==> config.mk <==
export PLATFORM = sky130hd
export DESIGN_NAME = wb_select_pipe
export DESIGN_NICKNAME = d
export VERILOG_FILES = /design/src/rtl/wb_select_pipe_pkg.sv /design/src/rtl/wb_select_pipe_load_extract.sv /design/src/rtl/wb_select_pipe.sv
export SDC_FILE = /design/constraint.sdc
export NUM_CORES = 1
export LEC_CHECK = 0
export CORE_MARGIN = 2
export CORE_UTILIZATION = 25
export CTS_BUF_LIST = sky130_fd_sc_hd__clkbuf_4 sky130_fd_sc_hd__clkbuf_8
export DETAILED_ROUTE_END_ITERATION = 10
export GPL_ROUTABILITY_DRIVEN = 0
export REMOVE_ABC_BUFFERS = 1
export SKIP_LAST_GASP = 1
export SLEW_MARGIN = 30
export SYNTH_ARGS = -nofsm -noshare
export SYNTH_HDL_FRONTEND = slang
export SYNTH_SLANG_ARGS = --single-unit
export TNS_END_PERCENT = 50
==> constraint.sdc <==
create_clock -name clock_i -period 7.52 [get_ports clock_i]
set_input_delay 2.256 -clock clock_i [delete_from_list [all_inputs] [get_ports clock_i]]
set_output_delay 2.256 -clock clock_i [all_outputs]
set_load 0.005 [all_outputs]
==> src/rtl/wb_select_pipe_pkg.sv <==
// Shared encodings for the write-back stage: load types and default source indices.
// The control unit imports the same package so both sides agree on the encodings.
package wb_select_pipe_pkg;

    typedef enum logic [2:0] {
        LD_WORD   = 3'd0,
        LD_BYTE_S = 3'd1,
        LD_BYTE_U = 3'd2,
        LD_HALF_S = 3'd3,
        LD_HALF_U = 3'd4
    } ld_type_e;

    localparam int unsigned SRC_ALU  = 0;
    localparam int unsigned SRC_MEM  = 1;
    localparam int unsigned SRC_LINK = 2;

endpackage

==> src/rtl/wb_select_pipe_load_extract.sv <==
// Sub-word load extraction: picks a little-endian byte/half lane and sign/zero extends it.
// Purely combinational.
module wb_select_pipe_load_extract
    import wb_select_pipe_pkg::*;
#(
    parameter int unsigned NB_DATA = 32
) (
    input  logic [NB_DATA-1:0] data_i,
    input  logic [2:0]         load_type_i,
    input  logic [1:0]         addr_lsb_i,
    output logic [NB_DATA-1:0] data_o
);

    logic [7:0]  lane_b;
    logic [15:0] lane_h;

    // Half lane only looks at addr bit 1; bit 0 is ignored on purpose.
    assign lane_b = data_i[{addr_lsb_i, 3'b000} +: 8];
    assign lane_h = data_i[{addr_lsb_i[1], 4'b0000} +: 16];

    always_comb begin
        data_o = data_i;
        case (load_type_i)
            LD_BYTE_S: data_o = {{(NB_DATA-8){lane_b[7]}}, lane_b};
            LD_BYTE_U: data_o = {{(NB_DATA-8){1'b0}}, lane_b};
            LD_HALF_S: data_o = {{(NB_DATA-16){lane_h[15]}}, lane_h};
            LD_HALF_U: data_o = {{(NB_DATA-16){1'b0}}, lane_h};
            default:   data_o = data_i;
        endcase
    end

endmodule

==> src/rtl/wb_select_pipe.sv <==
// Write-back select stage: source mux, load extraction, stallable/flushable output
// register and a counter of retired register-file writes.
module wb_select_pipe
    import wb_select_pipe_pkg::*;
#(
    parameter int unsigned NB_DATA = 32,
    parameter int unsigned NB_REG  = 5,
    parameter int unsigned N_SRC   = 4,
    parameter int unsigned NB_SEL  = 2,
    parameter int unsigned MEM_SRC = SRC_MEM,
    parameter int unsigned NB_CNT  = 32
) (
    input  logic                     clock_i,
    input  logic                     reset_i,
    input  logic                     valid_i,
    input  logic                     stall_i,
    input  logic                     flush_i,
    input  logic [N_SRC*NB_DATA-1:0] src_i,
    input  logic [NB_SEL-1:0]        sel_i,
    input  logic [2:0]               load_type_i,
    input  logic [1:0]               addr_lsb_i,
    input  logic [NB_REG-1:0]        reg_dst_i,
    input  logic                     reg_write_i,
    output logic [NB_DATA-1:0]       data_o,
    output logic [NB_REG-1:0]        reg_dst_o,
    output logic                     reg_write_o,
    output logic                     valid_o,
    output logic [NB_CNT-1:0]        wb_count_o
);

    logic [NB_DATA-1:0] src_sel;
    logic [NB_DATA-1:0] src_ext;
    logic [NB_DATA-1:0] wb_data;
    logic               is_mem;
    logic               write_d;

    // Out-of-range selects fall back to source 0.
    always_comb begin
        src_sel = src_i[0 +: NB_DATA];
        for (int k = 1; k < int'(N_SRC); k++) begin
            if (sel_i == NB_SEL'(k)) begin
                src_sel = src_i[k*NB_DATA +: NB_DATA];
            end
        end
    end

    wb_select_pipe_load_extract #(
        .NB_DATA(NB_DATA)
    ) u_load_extract (
        .data_i     (src_sel),
        .load_type_i(load_type_i),
        .addr_lsb_i (addr_lsb_i),
        .data_o     (src_ext)
    );

    assign is_mem  = (sel_i == NB_SEL'(MEM_SRC));
    assign wb_data = is_mem ? src_ext : src_sel;
    assign write_d = valid_i & reg_write_i & (reg_dst_i != '0);

    always_ff @(posedge clock_i) begin
        if (reset_i) begin
            data_o      <= '0;
            reg_dst_o   <= '0;
            reg_write_o <= 1'b0;
            valid_o     <= 1'b0;
            wb_count_o  <= '0;
        end else if (flush_i) begin
            data_o      <= wb_data;
            reg_dst_o   <= reg_dst_i;
            reg_write_o <= 1'b0;
            valid_o     <= 1'b0;
        end else if (!stall_i) begin
            data_o      <= wb_data;
            reg_dst_o   <= reg_dst_i;
            reg_write_o <= write_d;
            valid_o     <= valid_i;
            wb_count_o  <= wb_count_o + NB_CNT'(write_d);
        end
    end

endmodule
==> results of run 1 <==
==> worst min-delay path by stage <==
stage                       from           end  slack [ns]  cells after the start
floorplan           reg_dst_o[0]  reg_dst_o[0]        0.44                      2
global placement      data_o[29]    data_o[29]        0.44                      2
detailed placement  reg_dst_o[3]  reg_dst_o[3]        0.45                      2
CTS                 reg_dst_o[3]  reg_dst_o[3]        0.46                      2
global route        reg_dst_o[3]  reg_dst_o[3]        0.48                      2
finish              reg_dst_o[3]  reg_dst_o[3]        0.45                      2
==> power by group through the flow <==
stage | clock network [mW] | registers (mW) | logic (mW)
CTS | 0.331 | 0.405 | 0.254
global placement | 0 | 0.413 | 0.249
global route | 0.346 | 0.407 | 0.271
finish | 0.320 | 0.405 | 0.254
detailed placement | 0 | 0.413 | 0.253
floorplan | 0 | 0.413 | 0.0910
==> registers in the layout, indices dropped and copies added (netlist names) <==
| name | count |
|---|---|
| data_o | 32 |
| valid_o | 1 |
| wb_count_o | 32 |
| reg_dst_o | 5 |
| reg_write_o | 1 |
==> layout by cell type, fill, tap and decap left out, types with 4 or more instances in the layout <==
cell type | netlist | layout
sky130_fd_sc_hd__a211o_1 | 11 | 11
sky130_fd_sc_hd__a211oi_1 | 7 | 7
sky130_fd_sc_hd__a21oi_1 | 39 | 39
sky130_fd_sc_hd__and3_1 | 6 | 6
sky130_fd_sc_hd__and4_1 | 4 | 4
sky130_fd_sc_hd__clkbuf_8 | 0 | 11
sky130_fd_sc_hd__clkdlybuf4s50_1 | 0 | 214
sky130_fd_sc_hd__dfxtp_1 | 71 | 71
sky130_fd_sc_hd__inv_1 | 9 | 9
sky130_fd_sc_hd__mux4_2 | 33 | 33
sky130_fd_sc_hd__nand2_1 | 66 | 66
sky130_fd_sc_hd__nand3_1 | 11 | 11
sky130_fd_sc_hd__nand4_1 | 7 | 7
sky130_fd_sc_hd__nor2_1 | 32 | 32
sky130_fd_sc_hd__nor2b_1 | 5 | 4
sky130_fd_sc_hd__nor3_1 | 19 | 19
sky130_fd_sc_hd__nor4_1 | 11 | 11
sky130_fd_sc_hd__o2111ai_1 | 7 | 7
sky130_fd_sc_hd__o21ai_0 | 31 | 31
sky130_fd_sc_hd__o311ai_0 | 4 | 4
sky130_fd_sc_hd__xnor2_1 | 16 | 16
sky130_fd_sc_hd__xor2_1 | 10 | 10
==> kinds of logic (layout without fill, tap and decap cells) <==
group / after synthesis / in the layout / share of synthesized area
mux: 37 / 37 / 0.186
compound gates: 116 / 116 / 0.176
simple gates: 174 / 174 / 0.197
xor+xnor: 26 / 26 / 0.0541
buf+inv: 45 / 245 / 0.0431
fa+ha+maj: 2 / 2 / 0.00594
flops: 71 / 71 / 0.338
==> layer usage <==
metal | GRT usage | vias up | wire, um
li1 | - | 2155 | -
met1 | 0.199 | 2145 | 6160
met2 | 0.327 | 251 | 8470
met3 | 0.0571 | 22 | 1380
met4 | 0.0573 | 0 | 325
met5 | 0 | - | 0
==> tightest hold or removal path, cell delays in order, from the launching register on <==
cell and delay, ns:
sky130_fd_sc_hd__dfxtp_1 0.31, sky130_fd_sc_hd__nand2_1 0.05, sky130_fd_sc_hd__a21oi_1 0.05
==> area by class of cell <==
class                           count  area (um2)
Clock buffer                       12         159
Clock inverter                      3        42.5
Fill cell                        1594        9770
Inverter                           10        37.5
Multi-Input combinational cell    355        2620
Sequential cell                    71        1420
Tap cell                          220         275
Timing Repair Buffer              220        2200
==> run_results.csv, run 1 <==
group,metric,value,unit
run_status,status,"finished, final reports clean",
routing,route.detailed.vias_per_inst,5.13,
synth,synth_top_area_cell,"sky130_fd_sc_hd__dfxtp_1",
sta,fmaxAchievable,213,MHz
sta,finalClockSkew,0.00677,ns
setup_path,timing_worst_setup_path_type,"primary input to flip-flop",
layout,finish.instance_area,6760,um2
layout,final_nets,815,
pwr,power_density,145,nW/um2
floorplan,placeableCoreArea,16500,um2
clock_network,tritoncts_buffers,9,
synth,synth_top_area_frac,0.338,
setup_path,critPathCaptureType,"flip-flop",
layout,syn2layout_area_growth,60.6,%
setup_path,critical_path.startpoint_type,"primary input",
setup_path,rrSetupSlack,5.16,ns
layout,post-route-util,0.409,
setup_path,r2r-end,"wb_count_o[31]",
pwr,p_leak,2.30,nW
routing,wl,16.3,mm
floorplan,boundaryPins,217,
sta,worst_hold_slack,0.453,ns
clock_network,post_cts_buffers,0,
synth,synth_area_leaders,"sky130_fd_sc_hd__dfxtp_1 34%, sky130_fd_sc_hd__mux4_2 18%, sky130_fd_sc_hd__nand2_1 5.9%",
sta,totalNegativeSetupSlack,0,ns
pwr,p_seq_frac,0.414,
layout,layout.cells.non_filler,891,
pwr,power.total,978,uW
pwr,power.share.clock,0.327,
synth,ys_seq_area_frac,0.338,
synth,dominant_synthesized_flop_cell,"sky130_fd_sc_hd__dfxtp_1",
setup_path,setup.worst_path.start,"addr_lsb_i[1]",
routing,wl_per_cell,18.3,um
pwr,power.internal,719,uW
global_route,grt_first_pass_wirelength,25.0,mm
synth,synth_cells,471,
run,maxCapViolations,0,
layout,share_of_post_route_cells_with_drive_strength_above_1,0.0939,
routing,num_vias,4573,
setup_path,timing.critical_path.cells,"clkdlybuf4s50_1 -> inv_2 -> mux4_2 -> a211oi_2 -> a211oi_1",
global_route,initial_antenna_violation_count,1,
clock_network,clk_pin_slew_worst_paths,0.07,ns
floorplan,initial_core_utilization,0.255,
routing,drt_first_pass_iters,4,
synth,synthArstFlopShare,0,
place,pre_cts_slack,2.43,ns
sta,slew-limit-headroom,0.401,
sta,timing.final.crit_share,0.624,
global_route,first_global_vias,4615,
sta,measured_slew_at_the_worst_slew_check_pin,0.893,ns
synth,synth_commonest_cells,"71 x sky130_fd_sc_hd__dfxtp_1, 66 x sky130_fd_sc_hd__nand2_1, 39 x sky130_fd_sc_hd__a21oi_1",
synth,synth_seq_cells,71,
setup_path,worst_path_max_delay_cell,"sky130_fd_sc_hd__clkdlybuf4s50_1",
synth,synth_enable_flop_cells,0,
routing,drcViolationCount,0,
clock_network,postCtsResizedCells,0,
place,dp_hpwl,12.6,mm
place,port_buffers,216,
sta,report.final.setup_viol,0,
synth,yosysUniqueCellTypes,47,
pwr,comb_power_share,0.259,
sta,drv_slew,0,
setup_path,critical_path.reg2reg.startpoint,"wb_count_o[4]",
floorplan,die-height,134,um
clock_network,insertion_delay,0.36,ns
sta,layout_min_cycle_time,4.69,ns
synth,syn_area_per_cell,8.94,um2
place,placed_cells,875,
layout,diodes,0,
setup_path,max_stage_delay,0.74,ns
synth,syn_area,4210,um2
clock_network,cts_hold_buffers,0,
clock_network,cts_tree,"built",
setup_path,worst-r2r-cell-count,5,
sta,hold_violations,0,
hold_path,holdCritPathClass,"flip-flop to flip-flop",
setup_path,cp.required,7.72,ns
global_route,global_route.overflow_total,0,
setup_path,cp.arrival,4.89,ns
sta,final_critical_path_setup_slack,2.83,ns
floorplan,die_area,17900,um2
setup_path,cp.depth,5,
pwr,power_switching_share,0.265,
routing,routed_antenna_nets,0,
setup_path,worst_path_dominant_cell_family,"buffers and inverters",
global_route,grt_start_max_net_pins,43,
setup_path,critical_path.n_buffers_inverters,2,
pwr,p_switching,259,uW
clock_network,clkSinkCount,71,
synth,synthMostInstantiatedCell,"sky130_fd_sc_hd__dfxtp_1",
routing,first_iter_violations,228,
synth,synth.yosys.warnings,0,
place,postPlaceCellArea,6520,um2
pwr,ir_drop,0.0652,mV
sta,rsz_0062_raised_after_global_routing,"no",
floorplan,std_cell_rows,47,
setup_path,critPathMaxFanout,18,
clock_network,cts-root-to-sink-buffers,2,
global_route,globalRouteTotalUtil,0.180,
clock_network,htreeDepth,3,
setup_path,critPathCapture,"data_o[14]",
clock_network,cts_root_buffer,"sky130_fd_sc_hd__clkbuf_8",
floorplan,dieWidth,134,um
(Power assumes the default switching activity.)
==> run 2: changes to the inputs <==
==> constraint.sdc (replaced) <==
create_clock -name clock_i -period 4.03 [get_ports clock_i]
set_input_delay 1.209 -clock clock_i [delete_from_list [all_inputs] [get_ports clock_i]]
set_output_delay 1.209 -clock clock_i [all_outputs]
set_load 0.005 [all_outputs]
==> run_results.csv, run 2 (synthesized netlist as in run 1, its figures left out) <==
group,metric,value,unit
hold_path,min-delay-start,"data_o[20]",
sta,finalClockSkew,0.00796,ns
layout,final_nets,820,
global_route,first_global_vias,4643,
pwr,power_switching_share,0.267,
routing,first_iter_violations,223,
floorplan,dieWidth,134,um
floorplan,placeableCoreArea,16500,um2
sta,slew-limit-headroom,0.365,
global_route,global_route.usage.met3,0.0670,
sta,rsz_0062_raised_after_global_routing,"no",
setup_path,timing.critical_path.cells,"clkdlybuf4s50_1 -> nor3b_1 -> o21ai_1 -> a211o_1 -> o21ai_4 -> a21oi_1",
setup_path,worst-r2r-cell-count,5,
global_route,busiest_layer,"met2",
setup_path,timing_worst_setup_path_type,"primary input to flip-flop",
setup_path,rrSetupSlack,1.64,ns
pwr,comb_power_share,0.262,
global_route,initial_antenna_violation_count,2,
routing,routed_antenna_nets,0,
clock_network,postCtsResizedCells,0,
place,dp_hpwl,12.8,mm
global_route,globalRouteTotalUtil,0.176,
clock_network,cts_root_buffer,"sky130_fd_sc_hd__clkbuf_8",
sta,totalNegativeSetupSlack,0,ns
setup_path,setup.worst_path.start,"load_type_i[2]",
layout,largest_registers,"data_o x32, wb_count_o x32, reg_dst_o x5",
clock_network,cts-root-to-sink-buffers,2,
clock_network,post_cts_buffers,0,
clock_network,cts_hold_buffers,0,
floorplan,die-height,134,um
sta,fmaxAchievable,270,MHz
hold_path,hold_path_end,"data_o[20]",
run,maxCapViolations,0,
global_route,met2_usage,0.321,
layout,layout.cells.non_filler,897,
layout,layout.cells.most_common,"sky130_fd_sc_hd__clkdlybuf4s50_1",
pwr,p_leak,2.32,nW
pwr,power.share.clock,0.322,
routing,drt_first_pass_iters,8,
sta,layout_min_cycle_time,3.71,ns
setup_path,critPathCaptureType,"flip-flop",
floorplan,initial_core_utilization,0.255,
pwr,power_density,269,nW/um2
sta,measured_slew_at_the_worst_slew_check_pin,0.951,ns
place,placed_cells,881,
layout,share_of_post_route_cells_with_drive_strength_above_1,0.0976,
sta,hold_violations,0,
run_status,status,"finished, final reports clean",
global_route,grt_util_met1,0.194,
layout,final_cell_mix,"214 x sky130_fd_sc_hd__clkdlybuf4s50_1, 71 x sky130_fd_sc_hd__dfxtp_1, 66 x sky130_fd_sc_hd__nand2_1",
clock_network,insertion_delay,0.35,ns
clock_network,clk_pin_slew_worst_paths,0.07,ns
pwr,p_seq_frac,0.416,
sta,timing.final.crit_share,0.920,
routing,route.detailed.vias_per_inst,5.10,
hold_path,hold_path_depth,2,
sta,report.final.setup_viol,0,
routing,wl_per_cell,18.0,um
global_route,grt_start_max_net_pins,42,
pwr,ir_drop,0.154,mV
pwr,power.internal,1.33,mW
clock_network,cts_tree,"built",
setup_path,cp.arrival,3.92,ns
setup_path,critical_path.reg2reg.startpoint,"wb_count_o[5]",
clock_network,clkSinkCount,71,
sta,drv_slew,0,
floorplan,boundaryPins,217,
setup_path,r2r-end,"wb_count_o[29]",
place,port_buffers,216,
floorplan,die_area,17900,um2
setup_path,critPathMaxFanout,15,
setup_path,cp.required,4.24,ns
setup_path,worst_path_max_delay_cell,"sky130_fd_sc_hd__nor3b_1",
global_route,grt_first_pass_wirelength,24.7,mm
pwr,p_switching,486,uW
routing,drcViolationCount,0,
clock_network,htreeDepth,3,
floorplan,std_cell_rows,47,
setup_path,critical_path.startpoint_type,"primary input",
routing,wl,16.1,mm
hold_path,holdCritPathClass,"flip-flop to flip-flop",
setup_path,max_stage_delay,0.79,ns
routing,num_vias,4579,
global_route,global_route.overflow_total,0,
layout,syn2layout_area_growth,60.8,%
clock_network,tritoncts_buffers,9,
run 2: changes by cell type in the layout (fill, tap and decap cells not counted), sizes merged:
cell and change:
buf +5, clkbuf -1, clkinv +2, clkinvlp -1
diode +1
run 2: routing by layer:
metal	wire length, um	up-vias
met3	1540	23
met4	338	2
li1	-	2168
met5	17	-
met2	8200	249
met1	6040	2137
run 2: cell type report:
| class | instances | area (um2) |
|---|---|---|
| antenna | 1 | 2.50 |
| clock buffer | 11 | 151 |
| clock inverter | 4 | 45.0 |
| fill | 1590 | 9760 |
| inverter | 10 | 37.5 |
| multi-input combinational | 355 | 2610 |
| sequential | 71 | 1420 |
| tap | 220 | 275 |
| timing repair buffer | 225 | 2220 |
run 2: power groups by stage:
| stage | registers [mW] | clock network, mW | logic [mW] |
|---|---|---|---|
| floorplan | 0.771 | 0 | 0.170 |
| global placement | 0.772 | 0 | 0.472 |
| detailed placement | 0.772 | 0 | 0.479 |
| CTS | 0.757 | 0.601 | 0.480 |
| global route | 0.760 | 0.629 | 0.512 |
| finish | 0.756 | 0.586 | 0.475 |
run 2: per-stage QoR:
step | setup slack [ns] | hold WS (ns) | total power [mW] | cell area, um2 | utilization
floorplan | 0.836 | 0.442 | 0.941 | 4070 | -
global route | 0.206 | 0.464 | 1.90 | 6770 | 0.409
detailed placement | 0.0472 | 0.447 | 1.25 | 6570 | 0.397
CTS | 0.421 | 0.455 | 1.84 | 6760 | 0.409
global placement | 0.207 | 0.447 | 1.24 | 6570 | 0.397
finish | 0.321 | 0.454 | 1.82 | 6770 | 0.409
run 2: critical path: cells and delay by family:
family	cells	cell delay, ns
and+or+nand+nor	1	0.79
buffers and inverters	1	0.53
AOI/OAI and AO/OA	4	1.38
run 2: worst max path at each step:
| stage | slack (ns) | end | cells past startpoint |
|---|---|---|---|
| after floorplan | 0.84 | data_o[30] | 4 |
| after global placement | 0.21 | data_o[19] | 6 |
| after detailed placement | 0.05 | data_o[26] | 6 |
| after CTS | 0.42 | data_o[20] | 6 |
| after global routing | 0.21 | data_o[29] | 6 |
| final | 0.32 | data_o[21] | 6 |
==> run 3: changes to the inputs <==
--- a/config.mk
+++ b/config.mk
@@ -5,11 +5,12 @@
 export SDC_FILE = /design/constraint.sdc
 export NUM_CORES = 1
 export LEC_CHECK = 0
+export ABC_CLOCK_PERIOD_IN_PS = 4030
 export CORE_MARGIN = 2
 export CORE_UTILIZATION = 25
 export CTS_BUF_LIST = sky130_fd_sc_hd__clkbuf_4 sky130_fd_sc_hd__clkbuf_8
 export DETAILED_ROUTE_END_ITERATION = 10
-export GPL_ROUTABILITY_DRIVEN = 0
+export PLACE_DENSITY = 0.55
 export REMOVE_ABC_BUFFERS = 1
 export SKIP_LAST_GASP = 1
 export SLEW_MARGIN = 30
==> run_results.csv, run 3 (synthesized netlist as in run 1, its figures left out) <==
group,metric,value,unit
run_status,status,"finished, final reports clean",
place,placed_cells,887,
layout,final_nets,826,
clock_network,clk_pin_slew_worst_paths,0.07,ns
sta,fmaxAchievable,300,MHz
pwr,p_leak,2.35,nW
clock_network,post_cts_buffers,0,
clock_network,insertion_delay,0.37,ns
clock_network,cts_tree,"built",
floorplan,die_area,17900,um2
layout,diodes,0,
routing,routed_antenna_nets,0,
setup_path,critPathMaxFanout,15,
global_route,globalRouteTotalUtil,0.184,
sta,layout_min_cycle_time,3.33,ns
floorplan,placeableCoreArea,16500,um2
floorplan,boundaryPins,217,
setup_path,timing.critical_path.cells,"buf_2 -> mux4_2 -> mux4_2 -> a211o_1 -> o21ai_4 -> a21oi_1",
layout,share_of_post_route_cells_with_drive_strength_above_1,0.107,
clock_network,cts_root_buffer,"sky130_fd_sc_hd__clkbuf_8",
setup_path,worst_path_max_delay_cell,"sky130_fd_sc_hd__mux4_2",
global_route,grt_start_max_net_pins,42,
clock_network,clkSinkCount,71,
setup_path,most_used_cell_cp,"sky130_fd_sc_hd__mux4_2",
place,port_buffers,216,
clock_network,tritoncts_buffers,9,
layout,layout.cells.non_filler,903,
sta,totalNegativeSetupSlack,0,ns
clock_network,postCtsResizedCells,0,
pwr,ir_drop,0.144,mV
floorplan,std_cell_rows,47,
setup_path,timing_worst_setup_path_type,"primary input to flip-flop",
setup_path,cp.required,4.27,ns
floorplan,die-height,134,um
clock_network,cts_hold_buffers,0,
place,gp_congestion,0.789,
sta,report.final.setup_viol,0,
sta,rsz_0062_raised_after_global_routing,"no",
global_route,global_route.overflow_total,0,
global_route,grt_first_pass_wirelength,25.2,mm
layout,largest_registers,"data_o x32, wb_count_o x32, reg_dst_o x5",
sta,hold_violations,0,
routing,route.detailed.vias_per_inst,5.11,
setup_path,cp.arrival,3.57,ns
sta,drv_slew,0,
sta,measured_slew_at_the_worst_slew_check_pin,0.628,ns
routing,drcViolationCount,0,
routing,wl,16.4,mm
layout,syn2layout_area_growth,62.6,%
setup_path,critical_path.startpoint_type,"primary input",
sta,finalClockSkew,0.00544,ns
layout,layout.cells.most_common,"sky130_fd_sc_hd__clkdlybuf4s50_1",
clock_network,htreeDepth,3,
setup_path,max_stage_delay,0.62,ns
setup_path,critPathCaptureType,"flip-flop",
global_route,first_global_vias,4642,
routing,wl_per_cell,18.2,um
routing,num_vias,4611,
routing,drt_first_pass_iters,5,
floorplan,initial_core_utilization,0.255,
pwr,power_density,280,nW/um2
layout,final_cell_mix,"214 x sky130_fd_sc_hd__clkdlybuf4s50_1, 71 x sky130_fd_sc_hd__dfxtp_1, 66 x sky130_fd_sc_hd__nand2_1",
sta,slew-limit-headroom,0.581,
sta,timing.final.crit_share,0.826,
run,maxCapViolations,0,
floorplan,dieWidth,134,um
global_route,initial_antenna_violation_count,1,
layout,nFillCells,1613,
hold_path,holdCritPathClass,"flip-flop to flip-flop",
clock_network,cts-root-to-sink-buffers,2,
place,dp_hpwl,12.8,mm
routing,first_iter_violations,283,
==> run 3: cell type report <==
class	count	area [um2]	share of cell area
Inverter	10	37.5	0.00549
Sequential cell	71	1420	0.208
Clock inverter	6	92.6	0.0135
Multi-Input combinational cell	355	2610	0.382
Clock buffer	10	138	0.0201
Tap cell	220	275	0.0402
Timing Repair Buffer	231	2260	0.331
==> run 3: path summary, 6_finish.rpt <==
path / start / endpoint / cells after the start / slack (ns)
max: sel_i[0] / data_o[21] / 6 / 0.70
min: data_o[23] / data_o[23] / 2 / 0.45
max reg2reg: wb_count_o[4] / wb_count_o[29] / 5 / 1.69
min reg2reg: data_o[23] / data_o[23] / 2 / 0.45
==> run 3: layer usage <==
layer,routed length [um],GRT usage,vias up
met3,1470,0.0647,35
met2,8030,0.311,212
met5,0,0,-
met1,6370,0.205,2192
li1,-,-,2172
met4,578,0.0892,0
==> run 3: per-stage QoR <==
| stage | power [mW] | hold slack [ns] | utilization | cell area (um2) | worst slack, ns |
|---|---|---|---|---|---|
| 2_1_floorplan | 0.941 | 0.442 | - | 4070 | 0.836 |
| 3_3_place_gp | 1.25 | 0.441 | 0.400 | 6610 | 0.389 |
| 3_5_place_dp | 1.25 | 0.445 | 0.400 | 6610 | 0.307 |
| 4_1_cts | 1.93 | 0.456 | 0.414 | 6840 | 0.721 |
| 5_1_grt | 2.00 | 0.481 | 0.414 | 6840 | 0.606 |
| 6_report | 1.91 | 0.453 | 0.414 | 6840 | 0.701 |
==> run 3: power by group <==
| part | total, mW | internal, mW | switching [mW] |
|---|---|---|---|
| clock network | 0.677 | 0.368 | 0.309 |
| logic | 0.481 | 0.286 | 0.195 |
| registers | 0.755 | 0.736 | 0.0189 |
==> run 3: worst max-delay path: cells and delay by family <==
kind	cells	cell delay (ns)
buffers and inverters	1	0.32
AO/OA/AOI/OAI	3	0.85
multiplexers	2	1.17
